### src/rtl/ex_fwd_unit_if.sv
// ---------------------------------------------------------------------------
// ex_fwd_unit_if
//   Issue channel between decode and the EX forwarding unit.
//   Decode (master) presents one instruction per cycle together with its
//   regfile read data. The EX unit (slave) answers with issue_ready, which
//   drops while a load-use hazard holds the EX register.
//
//   Signals:
//     issue_valid    decode presents an instruction
//     issue_ready    EX can accept this cycle
//     issue_rs1/rs2  source register indices
//     issue_rd       destination index
//     issue_we       instruction writes rd
//     issue_is_load  result comes from memory
//     issue_rs1_val  regfile data for rs1
//     issue_rs2_val  regfile data for rs2
//     issue_pc       instruction pc
//     issue_imm      immediate
//     issue_asel_pc  op_a takes pc instead of rs1
//     issue_bsel_imm op_b takes imm instead of rs2
// ---------------------------------------------------------------------------
interface ex_fwd_unit_if #(
   parameter int XLEN = 32
);
   logic            issue_valid;
   logic            issue_ready;
   logic [4:0]      issue_rs1;
   logic [4:0]      issue_rs2;
   logic [4:0]      issue_rd;
   logic            issue_we;
   logic            issue_is_load;
   logic [XLEN-1:0] issue_rs1_val;
   logic [XLEN-1:0] issue_rs2_val;
   logic [XLEN-1:0] issue_pc;
   logic [XLEN-1:0] issue_imm;
   logic            issue_asel_pc;
   logic            issue_bsel_imm;

   modport master (
      output issue_valid, issue_rs1, issue_rs2, issue_rd, issue_we,
             issue_is_load, issue_rs1_val, issue_rs2_val, issue_pc,
             issue_imm, issue_asel_pc, issue_bsel_imm,
      input  issue_ready
   );

   modport slave (
      input  issue_valid, issue_rs1, issue_rs2, issue_rd, issue_we,
             issue_is_load, issue_rs1_val, issue_rs2_val, issue_pc,
             issue_imm, issue_asel_pc, issue_bsel_imm,
      output issue_ready
   );
endinterface

### src/rtl/ex_fwd_unit.sv
// ---------------------------------------------------------------------------
// ex_fwd_unit
//   ID/EX operand register plus an in-flight destination tracker covering
//   NUM_STAGES stages downstream of EX. Resolves RAW hazards for the
//   instruction sitting in EX: the youngest matching tracker entry supplies
//   the operand from fwd_data, unless it is a load whose data is not yet
//   available (entry index < LOAD_LAT), in which case EX stalls.
//
//   Parameters:
//     XLEN        datapath width
//     NUM_STAGES  tracker depth (entry 0 = stage right after EX)
//     LOAD_LAT    first tracker entry where load data is valid in fwd_data
//
//   Ports:
//     clk, rst_n  clock, asynchronous active-low reset
//     issue       decode issue channel (ex_fwd_unit_if.slave)
//     flush       kill the EX instruction (branch redirect)
//     fwd_data    result of tracker entry k at [k*XLEN +: XLEN]
//     ex_valid    op_a/op_b valid and the EX instruction advances
//     ex_rd       destination of the EX instruction
//     op_a, op_b  final ALU operands
//     stall       load-use hazard in EX
//
//   Optional build macro FWD_STATS_EN adds:
//     stat_clear         clear both counters (wins over increment)
//     stat_stall_cycles  cycles with stall=1, saturating
//     stat_fwd_count     operands taken from fwd_data while ex_valid=1,
//                        saturating
// ---------------------------------------------------------------------------
module ex_fwd_unit #(
   parameter int XLEN       = 32,
   parameter int NUM_STAGES = 2,
   parameter int LOAD_LAT   = 1
) (
   input  logic                       clk,
   input  logic                       rst_n,
   ex_fwd_unit_if.slave               issue,
   input  logic                       flush,
   input  logic [NUM_STAGES*XLEN-1:0] fwd_data,
   output logic                       ex_valid,
   output logic [4:0]                 ex_rd,
   output logic [XLEN-1:0]            op_a,
   output logic [XLEN-1:0]            op_b,
   output logic                       stall
`ifdef FWD_STATS_EN
   ,
   input  logic                       stat_clear,
   output logic [31:0]                stat_stall_cycles,
   output logic [31:0]                stat_fwd_count
`endif
);

   typedef struct packed {
      logic            valid;
      logic [4:0]      rs1;
      logic [4:0]      rs2;
      logic [4:0]      rd;
      logic            we;
      logic            is_load;
      logic            asel_pc;
      logic            bsel_imm;
      logic [XLEN-1:0] rs1_val;
      logic [XLEN-1:0] rs2_val;
      logic [XLEN-1:0] pc;
      logic [XLEN-1:0] imm;
   } ex_t;

   typedef struct packed {
      logic       valid;
      logic [4:0] rd;
      logic       we;
      logic       is_load;
   } trk_t;

   ex_t  ex_reg;
   ex_t  ex_next;
   ex_t  issue_word;
   trk_t trk_reg [NUM_STAGES];
   trk_t trk_head;

   // Per-source views: index 0 is rs1/op_a, index 1 is rs2/op_b.
   logic [4:0]      src_idx [2];
   logic [XLEN-1:0] src_val [2];
   logic [XLEN-1:0] src_res [2];
   logic [1:0]      src_used;
   logic [1:0]      src_haz;
   logic [1:0]      src_fwd;

   assign issue_word = {1'b1, issue.issue_rs1, issue.issue_rs2, issue.issue_rd,
                        issue.issue_we, issue.issue_is_load,
                        issue.issue_asel_pc, issue.issue_bsel_imm,
                        issue.issue_rs1_val, issue.issue_rs2_val,
                        issue.issue_pc, issue.issue_imm};

   assign src_idx[0]  = ex_reg.rs1;
   assign src_idx[1]  = ex_reg.rs2;
   assign src_val[0]  = ex_reg.rs1_val;
   assign src_val[1]  = ex_reg.rs2_val;
   // x0 is never forwarded, and a source replaced by pc/imm never hazards.
   assign src_used[0] = !ex_reg.asel_pc  && (ex_reg.rs1 != 5'd0);
   assign src_used[1] = !ex_reg.bsel_imm && (ex_reg.rs2 != 5'd0);

   genvar gi;
   generate
      for (gi = 0; gi < 2; gi++) begin : g_src
         logic            hit;
         logic            late;
         logic [XLEN-1:0] fwd_val;

         // Scan oldest to youngest so the lowest matching k is the one
         // left standing (youngest producer wins).
         always_comb begin
            hit     = 1'b0;
            late    = 1'b0;
            fwd_val = src_val[gi];
            for (int k = NUM_STAGES - 1; k >= 0; k--) begin
               if (trk_reg[k].valid && trk_reg[k].we &&
                   (trk_reg[k].rd != 5'd0) && (trk_reg[k].rd == src_idx[gi])) begin
                  hit     = 1'b1;
                  late    = trk_reg[k].is_load && (k < LOAD_LAT);
                  fwd_val = fwd_data[k*XLEN +: XLEN];
               end
            end
         end

         assign src_haz[gi] = src_used[gi] & hit & late;
         assign src_fwd[gi] = src_used[gi] & hit & ~late;
         assign src_res[gi] = src_fwd[gi] ? fwd_val : src_val[gi];
      end
   endgenerate

   assign stall             = ex_reg.valid & (|src_haz);
   assign issue.issue_ready = ~stall;
   assign ex_valid          = ex_reg.valid & ~stall & ~flush;
   assign ex_rd             = ex_reg.rd;
   assign op_a              = ex_reg.asel_pc  ? ex_reg.pc  : src_res[0];
   assign op_b              = ex_reg.bsel_imm ? ex_reg.imm : src_res[1];

   // Stalled instructions hold EX; a flush turns EX into a bubble even then.
   // An accepted issue on a flush cycle still enters EX (it is younger than
   // the killed instruction).
   always_comb begin
      ex_next = ex_reg;
      if (!stall) begin
         ex_next = issue.issue_valid ? issue_word : '0;
      end else if (flush) begin
         ex_next = '0;
      end
   end

   always_ff @(posedge clk or negedge rst_n) begin
      if (!rst_n) begin
         ex_reg <= '0;
      end else begin
         ex_reg <= ex_next;
      end
   end

   // Only an instruction that actually leaves EX enters the tracker; stalls
   // and flushes inject a bubble while older entries keep moving.
   assign trk_head = ex_valid ? {1'b1, ex_reg.rd, ex_reg.we, ex_reg.is_load} : '0;

   always_ff @(posedge clk or negedge rst_n) begin
      if (!rst_n) begin
         for (int k = 0; k < NUM_STAGES; k++) begin
            trk_reg[k] <= '0;
         end
      end else begin
         trk_reg[0] <= trk_head;
         for (int k = 1; k < NUM_STAGES; k++) begin
            trk_reg[k] <= trk_reg[k-1];
         end
      end
   end

`ifdef FWD_STATS_EN
   logic [31:0] stall_cnt_reg;
   logic [31:0] fwd_cnt_reg;
   logic [1:0]  fwd_inc;
   logic [32:0] fwd_sum;

   assign fwd_inc = ex_valid ? ({1'b0, src_fwd[0]} + {1'b0, src_fwd[1]}) : 2'd0;
   assign fwd_sum = {1'b0, fwd_cnt_reg} + {31'd0, fwd_inc};

   always_ff @(posedge clk or negedge rst_n) begin
      if (!rst_n) begin
         stall_cnt_reg <= '0;
         fwd_cnt_reg   <= '0;
      end else if (stat_clear) begin
         stall_cnt_reg <= '0;
         fwd_cnt_reg   <= '0;
      end else begin
         if (stall && (stall_cnt_reg != 32'hFFFF_FFFF)) begin
            stall_cnt_reg <= stall_cnt_reg + 32'd1;
         end
         fwd_cnt_reg <= fwd_sum[32] ? 32'hFFFF_FFFF : fwd_sum[31:0];
      end
   end

   assign stat_stall_cycles = stall_cnt_reg;
   assign stat_fwd_count    = fwd_cnt_reg;
`endif

endmodule

### src/flat_wrapper.sv
// flat-port wrapper written by rule: the top's interface ports become plain ports
module ex_fwd_unit_flat 
#(
   parameter int XLEN       = 32,
   parameter int NUM_STAGES = 2,
   parameter int LOAD_LAT   = 1
)
  (clk, rst_n, flush, fwd_data, ex_valid, ex_rd, op_a, op_b, stall, issue_issue_valid, issue_issue_rs1, issue_issue_rs2, issue_issue_rd, issue_issue_we, issue_issue_is_load, issue_issue_rs1_val, issue_issue_rs2_val, issue_issue_pc, issue_issue_imm, issue_issue_asel_pc, issue_issue_bsel_imm, issue_issue_ready);
  ex_fwd_unit_if #(.XLEN(XLEN)) issue_i ();
  input  logic clk;
  input  logic rst_n;
  input  logic flush;
  input  logic [NUM_STAGES*XLEN-1:0] fwd_data;
  output logic ex_valid;
  output logic [4:0] ex_rd;
  output logic [XLEN-1:0] op_a;
  output logic [XLEN-1:0] op_b;
  output logic stall;
  input wire logic [$bits(issue_i.issue_valid)-1:0] issue_issue_valid;
  input wire logic [$bits(issue_i.issue_rs1)-1:0] issue_issue_rs1;
  input wire logic [$bits(issue_i.issue_rs2)-1:0] issue_issue_rs2;
  input wire logic [$bits(issue_i.issue_rd)-1:0] issue_issue_rd;
  input wire logic [$bits(issue_i.issue_we)-1:0] issue_issue_we;
  input wire logic [$bits(issue_i.issue_is_load)-1:0] issue_issue_is_load;
  input wire logic [$bits(issue_i.issue_rs1_val)-1:0] issue_issue_rs1_val;
  input wire logic [$bits(issue_i.issue_rs2_val)-1:0] issue_issue_rs2_val;
  input wire logic [$bits(issue_i.issue_pc)-1:0] issue_issue_pc;
  input wire logic [$bits(issue_i.issue_imm)-1:0] issue_issue_imm;
  input wire logic [$bits(issue_i.issue_asel_pc)-1:0] issue_issue_asel_pc;
  input wire logic [$bits(issue_i.issue_bsel_imm)-1:0] issue_issue_bsel_imm;
  output wire logic [$bits(issue_i.issue_ready)-1:0] issue_issue_ready;
  assign issue_i.issue_valid = issue_issue_valid;
  assign issue_i.issue_rs1 = issue_issue_rs1;
  assign issue_i.issue_rs2 = issue_issue_rs2;
  assign issue_i.issue_rd = issue_issue_rd;
  assign issue_i.issue_we = issue_issue_we;
  assign issue_i.issue_is_load = issue_issue_is_load;
  assign issue_i.issue_rs1_val = issue_issue_rs1_val;
  assign issue_i.issue_rs2_val = issue_issue_rs2_val;
  assign issue_i.issue_pc = issue_issue_pc;
  assign issue_i.issue_imm = issue_issue_imm;
  assign issue_i.issue_asel_pc = issue_issue_asel_pc;
  assign issue_i.issue_bsel_imm = issue_issue_bsel_imm;
  assign issue_issue_ready = issue_i.issue_ready;
  ex_fwd_unit #(.XLEN(XLEN), .NUM_STAGES(NUM_STAGES), .LOAD_LAT(LOAD_LAT)) u_core (.clk(clk), .rst_n(rst_n), .issue(issue_i), .flush(flush), .fwd_data(fwd_data), .ex_valid(ex_valid), .ex_rd(ex_rd), .op_a(op_a), .op_b(op_b), .stall(stall));
endmodule
### config.mk
export PLATFORM = sky130hd
export DESIGN_NAME = ex_fwd_unit_flat
export DESIGN_NICKNAME = d
export VERILOG_FILES = /design/src/rtl/ex_fwd_unit_if.sv /design/src/rtl/ex_fwd_unit.sv /design/src/flat_wrapper.sv
export SDC_FILE = /design/constraint.sdc
export NUM_CORES = 1
export LEC_CHECK = 0
export ABC_AREA = 1
export CAP_MARGIN = 20
export CORE_AREA = 2 2 185 187
export DETAILED_ROUTE_END_ITERATION = 7
export DIE_AREA = 0 0 187 189
export GPL_ROUTABILITY_DRIVEN = 1
export GPL_TIMING_DRIVEN = 0
export PLACE_DENSITY_LB_ADDON = 0.25
export SLEW_MARGIN = 30
export SYNTH_ARGS = -nofsm -noshare
export SYNTH_HDL_FRONTEND = slang
export SYNTH_SLANG_ARGS = --single-unit
### constraint.sdc
create_clock -name clk -period 2.7 [get_ports clk]
set_clock_uncertainty 0.2 [all_clocks]
set_input_delay 0.405 -clock clk [delete_from_list [all_inputs] [get_ports clk]]
set_output_delay 0.405 -clock clk [all_outputs]
set_load 0.02 [all_outputs]
-- Word-level counts from Yosys, hierarchy flattened
Cells that the tools add are included.
- memory bits (writable): 0
- bits in read-only memories: 0
- word-level logic and storage cells: 72
- bits of input ports: 215
- bits in registers: 163
- bits in latches: 0
- memories: 0
- muxes and demuxes: 18
- $add $sub $neg: 0
- bitwise gates (word level): 13
- reduce and logical (&&, ||, !) cells: 17
- eq/ne operators: 5
- $mul: 0
- shift-type cells: 0
- magnitude comparators: 0
- divide/modulo/power cells: 0
- operator list (operator ; number):
    $mux W148 ; 3
    $mux W32 ; 8
    $eq A5 B5 Y1 ; 4
    $reduce_bool A5 Y1 ; 4
    $logic_and A1 B1 Y1 ; 10
    $and A1 B1 Y1 ; 9
    $mux W8 ; 1
    $mux W1 ; 6
    $not A1 Y1 ; 4
    $logic_not A1 Y1 ; 2
    $ne A2 B2 Y1 const B ; 1
    $reduce_or A2 Y1 ; 1

-- Longest topological paths before layout
- depth after elaboration: 13
- mapped depth: 14

-- Worst setup path after synthesis
Ideal clock, no wire load.
- path kind: register -> output
- from: register u_core.trk_reg[10] (netlist bit)
- to: output port op_a[10]
- path buffers: 1
- path slack: 431 ps
- cell stages (with the launch flop): 13
- data arrival time: 1664 ps
- cells stage by stage: dfrtp_1 > inv_1 > nand2_1 > nand2_1 > nand3_1 > nor2_4 > nand2_2 > nand2_2 > nand3_1 > buf_2 > nand2_1 > nand3_1 > nand2_1
- word-level cells in the longest chain between the ends: 8
- ends and longest elaborated chain (element ; RTL line ; text):
    from (decl) ; ex_fwd_unit.sv:78 ; trk_t trk_reg [NUM_STAGES];
    from (signal, indexed assignment) ; ex_fwd_unit.sv:171 ; trk_reg[k] <= trk_reg[k-1];
    $reduce_bool A5 Y1 ; ex_fwd_unit.sv:118 ; (trk_reg[k].rd != 5'd0) && (trk_reg[k].rd == src_idx[gi])) begin
    $logic_and A1 B1 Y1 ; ex_fwd_unit.sv:117 ; if (trk_reg[k].valid && trk_reg[k].we &&
    $logic_and A1 B1 Y1 (*) ; ex_fwd_unit.sv:118 ;
    $mux W1 ; ex_fwd_unit.sv:117 ;
    $and A1 B1 Y1 / $not A1 Y1 (equally long branches) ; ex_fwd_unit.sv:127 ; assign src_fwd[gi] = src_used[gi] & hit & ~late;
    $and A1 B1 Y1 ; ex_fwd_unit.sv:127 ;
    $mux W32 (*) ; ex_fwd_unit.sv:128 ; assign src_res[gi] = src_fwd[gi] ? fwd_val : src_val[gi];
    $mux W32 (*) ; ex_fwd_unit.sv:136 ; assign op_a = ex_reg.asel_pc ? ex_reg.pc : src_res[0];
    to (decl) ; flat_wrapper.sv:16 ; output logic [XLEN-1:0] op_a;
Mark *: on every way between the ends. The rest lies on a longest branch, timed or not.

-- Worst setup path after layout
- from: register u_core.trk_reg[13] (netlist bit)
- to: output port op_a[31]
The elaborated chain is that of the path after synthesis.

==> results.md <==
* Synth top area share at between 40% and 50%
* FP Rows at between 60 and 70
* Hold path depth at 0
* Post-Syn Nets at roughly 1700
* Full die area at about 0.035 mm2
* Final Hold Violating Endpoints at 0
* Worst vdd ir at 0.436 mV
* Fin area at 0.0161 mm2
* Die Y at ~190 um
* Top FF cell, synth: dfrtp_1
* Synth unique cells at 22
* CP Capture Type: output pin
* Area Growth Syn to Fin at 63.8%
* Post-synth top cells: nand2_1, nand3_1, dfrtp_1
* Startpoint Class: flop
* Crit path largest cell delay at ~400 ps
* PortBufs at 285
* Cell with the most instances after synthesis: nand2_1
* Top post-synthesis cells by area: dfrtp_1, nand3_1, nand2_1
* Slowest cell on crit path: dfrtp_1
* Cell area after placement at 0.0133 mm2
* Worst-margin pin slew at around 710 ps
* FFs w/ async S/R, synth at between 90% and 100%
* Leak at around 8.0 nW
* Gr usage total at approximately a quarter
* Yosys reg bits at around 160
* HPWL Detailed at just over 30000 um
* Die width at 187 um
* YS warnings at 0
* Vias post-DR at 11000
* DRT Wirelength at between 40000 and 50000 um
* Pre-antenna DRT Iters at 5
* Post-Syn Area at about 0.01 mm2
* Clock slew at reported path FFs at about 70 ps
* CTS tree: yes
* Crit path cell chain: buf_4 > nor2_1 > nor3_4 > buf_6 > nand2_8 > nand2_8 > nand3_4 > buf_4 > nand2_1 > nand3_1 > nand2_2 > buf_6
* Boundary pin count at ~290
* PnR worst setup slack at -326 ps
* Clock root cell: clkbuf_16
* Largest net degree at the start of global routing at 75
* First-pass GRT wire length at about 63000 um
* CORE AREA at ~0.033 mm2
* Mapped Cells at approximately 1500
* WL per Instance at ~19 um
* Highest fanout seen on the critical path at 8
* Reg-to-reg startpoint: u_core.trk_reg[13]
* Post-layout nets at around 2000
* Cells on worst reg2reg path at 14
* RSZ-0062 raised after global routing: yes
* Hold Path Class: reg2reg
* ANT nets after route at 0
* Layout cell share with drive strength beyond 1 at between 20 and 30%
* Crit Path Class: reg2out
* DRC violations left at 0
* PnR Total Power at roughly 0.0067 W
* Required time of the worst setup path at around 2100 ps
* TritonCTS Sinks at roughly 160
* Slew headroom at 52.9%
* Initial core utilization at around 30%
* Final worst path period need at between 3000 and 4000 ps
* Number of max-cap violations at 0
* Register-to-Register Setup Slack at 60 ps
* Reg-to-Reg End: u_core.ex_reg[126]
* Via density per instance at between 4 and 5
* Failing checks: negative setup slack
* Peak Freq at around 330 MHz
* Largest register FFs at 143
* Post-synth EDFFs at 0
* Worst endpoint data arrival time at 2420 ps
* Sequential element share of the synthesized area at 41.5%
* H-tree levels at 4
* Final Max Slew Viols at 0
* Initial antenna violation count at 9
* CTS buffer count at 17
* Final setup violating endpoints at 67
* Avg Inst Size Synth at around 6.8 um2
* Post-layout util at about half
* Run status: finished with violations
* Synth area leader: dfrtp_1
* Fin crit share at 112%
* Worst Hold Launch: u_core.trk_reg[9]
* Final RePlAce weighted congestion at between 0.8 and 0.9
* Clk_lat worst skew at about 440 ps
* Hold endpoint: u_core.trk_reg[1]
* Number of DRC markers in iteration 0 at between 700 and 800
* Clk buf depth at 2
* PD cells at 415 mW/mm2
* Total grt overflow at 0
* Vias in the first global route at around 11000
==> per-stage QoR <==
step / hold WS, ps / setup WS (ps) / std cells / setup TNS (ps)
3_5_place_dp: 74.6 / -985 / 2190 / -88030
6_report: 169 / -326 / 2271 / -17270
3_3_place_gp: 158 / -5910 / 2188 / -1048850
2_1_floorplan: -90.6 / 431 / 1455 / 0
5_1_grt: 174 / -436 / 2269 / -26920
4_1_cts: 169 / -376 / 2255 / -20280
==> report_power, final <==
group	total, W	switching [W]	internal [W]
logic	0.00145	0.000766	0.000686
clock network	0.00257	0.00110	0.00147
registers	0.00265	0.0000912	0.00256
==> layout make-up <==
| type | instances | area (um2) |
|---|---|---|
| multi-input cells | 1046 | 5890 |
| flip-flops and latches | 163 | 4100 |
| diodes | 4 | 10.0 |
| clock buffers | 19 | 433 |
| clock inverters | 13 | 174 |
| repair buffers | 334 | 3550 |
| fillers | 3286 | 17200 |
| well taps | 448 | 561 |
| inverters | 134 | 514 |
| plain buffers | 110 | 880 |
==> worst max-delay path: cells and delay by family, from the launching register on <==
family        cells  cell delay, ps
buf+inv           4             650
simple gates      8             900
flops             1             400
==> routing by layer <==
layer	track usage [%]	routed length [um]	up-vias
li1	-	-	5370
met1	29.2	17900	5181
met2	38.9	20100	366
met3	5.80	2940	79
met4	9.83	1580	8
met5	0	59	-
==> what timing repair did <==
item / CTS / global route
pin swaps: 94 / 93
buffers inserted: 25 / 12
endpoints found under the setup margin: 190 / 190
hold endpoints to repair: 136 / 0
gates cloned: 11 / 4
gates resized for setup: 694 / 225
hold buffers: 1 / 0
==> kinds of logic (layout without fill, tap and decap cells) <==
group                  Yosys count  after routing  share of synthesized area, %
other                            0              4                             0
AND/OR/NAND/NOR                999           1001                          44.9
AO/OA/AOI/OAI                   36             36                          1.83
buffers and inverters          248            610                          11.0
XOR/XNOR                         9              9                         0.801
flip-flops                     163            163                          41.5
==> worst max-delay path by stage <==
stage | cells past startpoint | slack (ps) | to | from
after floorplan | 12 | 430 | op_a[10] | u_core.trk_reg[10]
after global placement | 1 | -5910 | u_core.ex_reg[55] | rst_n
after detailed placement | 6 | -990 | ex_valid | flush
after CTS | 14 | -380 | op_a[23] | u_core.ex_reg[144]
after global routing | 14 | -440 | op_a[12] | u_core.ex_reg[144]
final | 12 | -330 | op_a[31] | u_core.trk_reg[13]
==> layout by cell type (no fill, tap or decap), types with 11 or more instances in the layout <==
| master | netlist | layout |
|---|---|---|
| dfrtp_1 | 163 | 149 |
| dfrtp_2 | 0 | 14 |
| nand3_2 | 0 | 63 |
| nand2_2 | 2 | 137 |
| nand2_4 | 0 | 20 |
| buf_4 | 6 | 44 |
| inv_1 | 134 | 122 |
| clkbuf_1 | 52 | 24 |
| nand3_1 | 407 | 341 |
| clkbuf_16 | 0 | 28 |
| o21ai_4 | 0 | 16 |
| buf_1 | 19 | 20 |
| nand2_1 | 522 | 365 |
| clkdlybuf4s50_1 | 0 | 217 |
| buf_8 | 0 | 11 |
| nand3b_1 | 32 | 32 |
| nor2_1 | 29 | 17 |
| buf_6 | 13 | 90 |
Power figures use the tool's default switching activity.
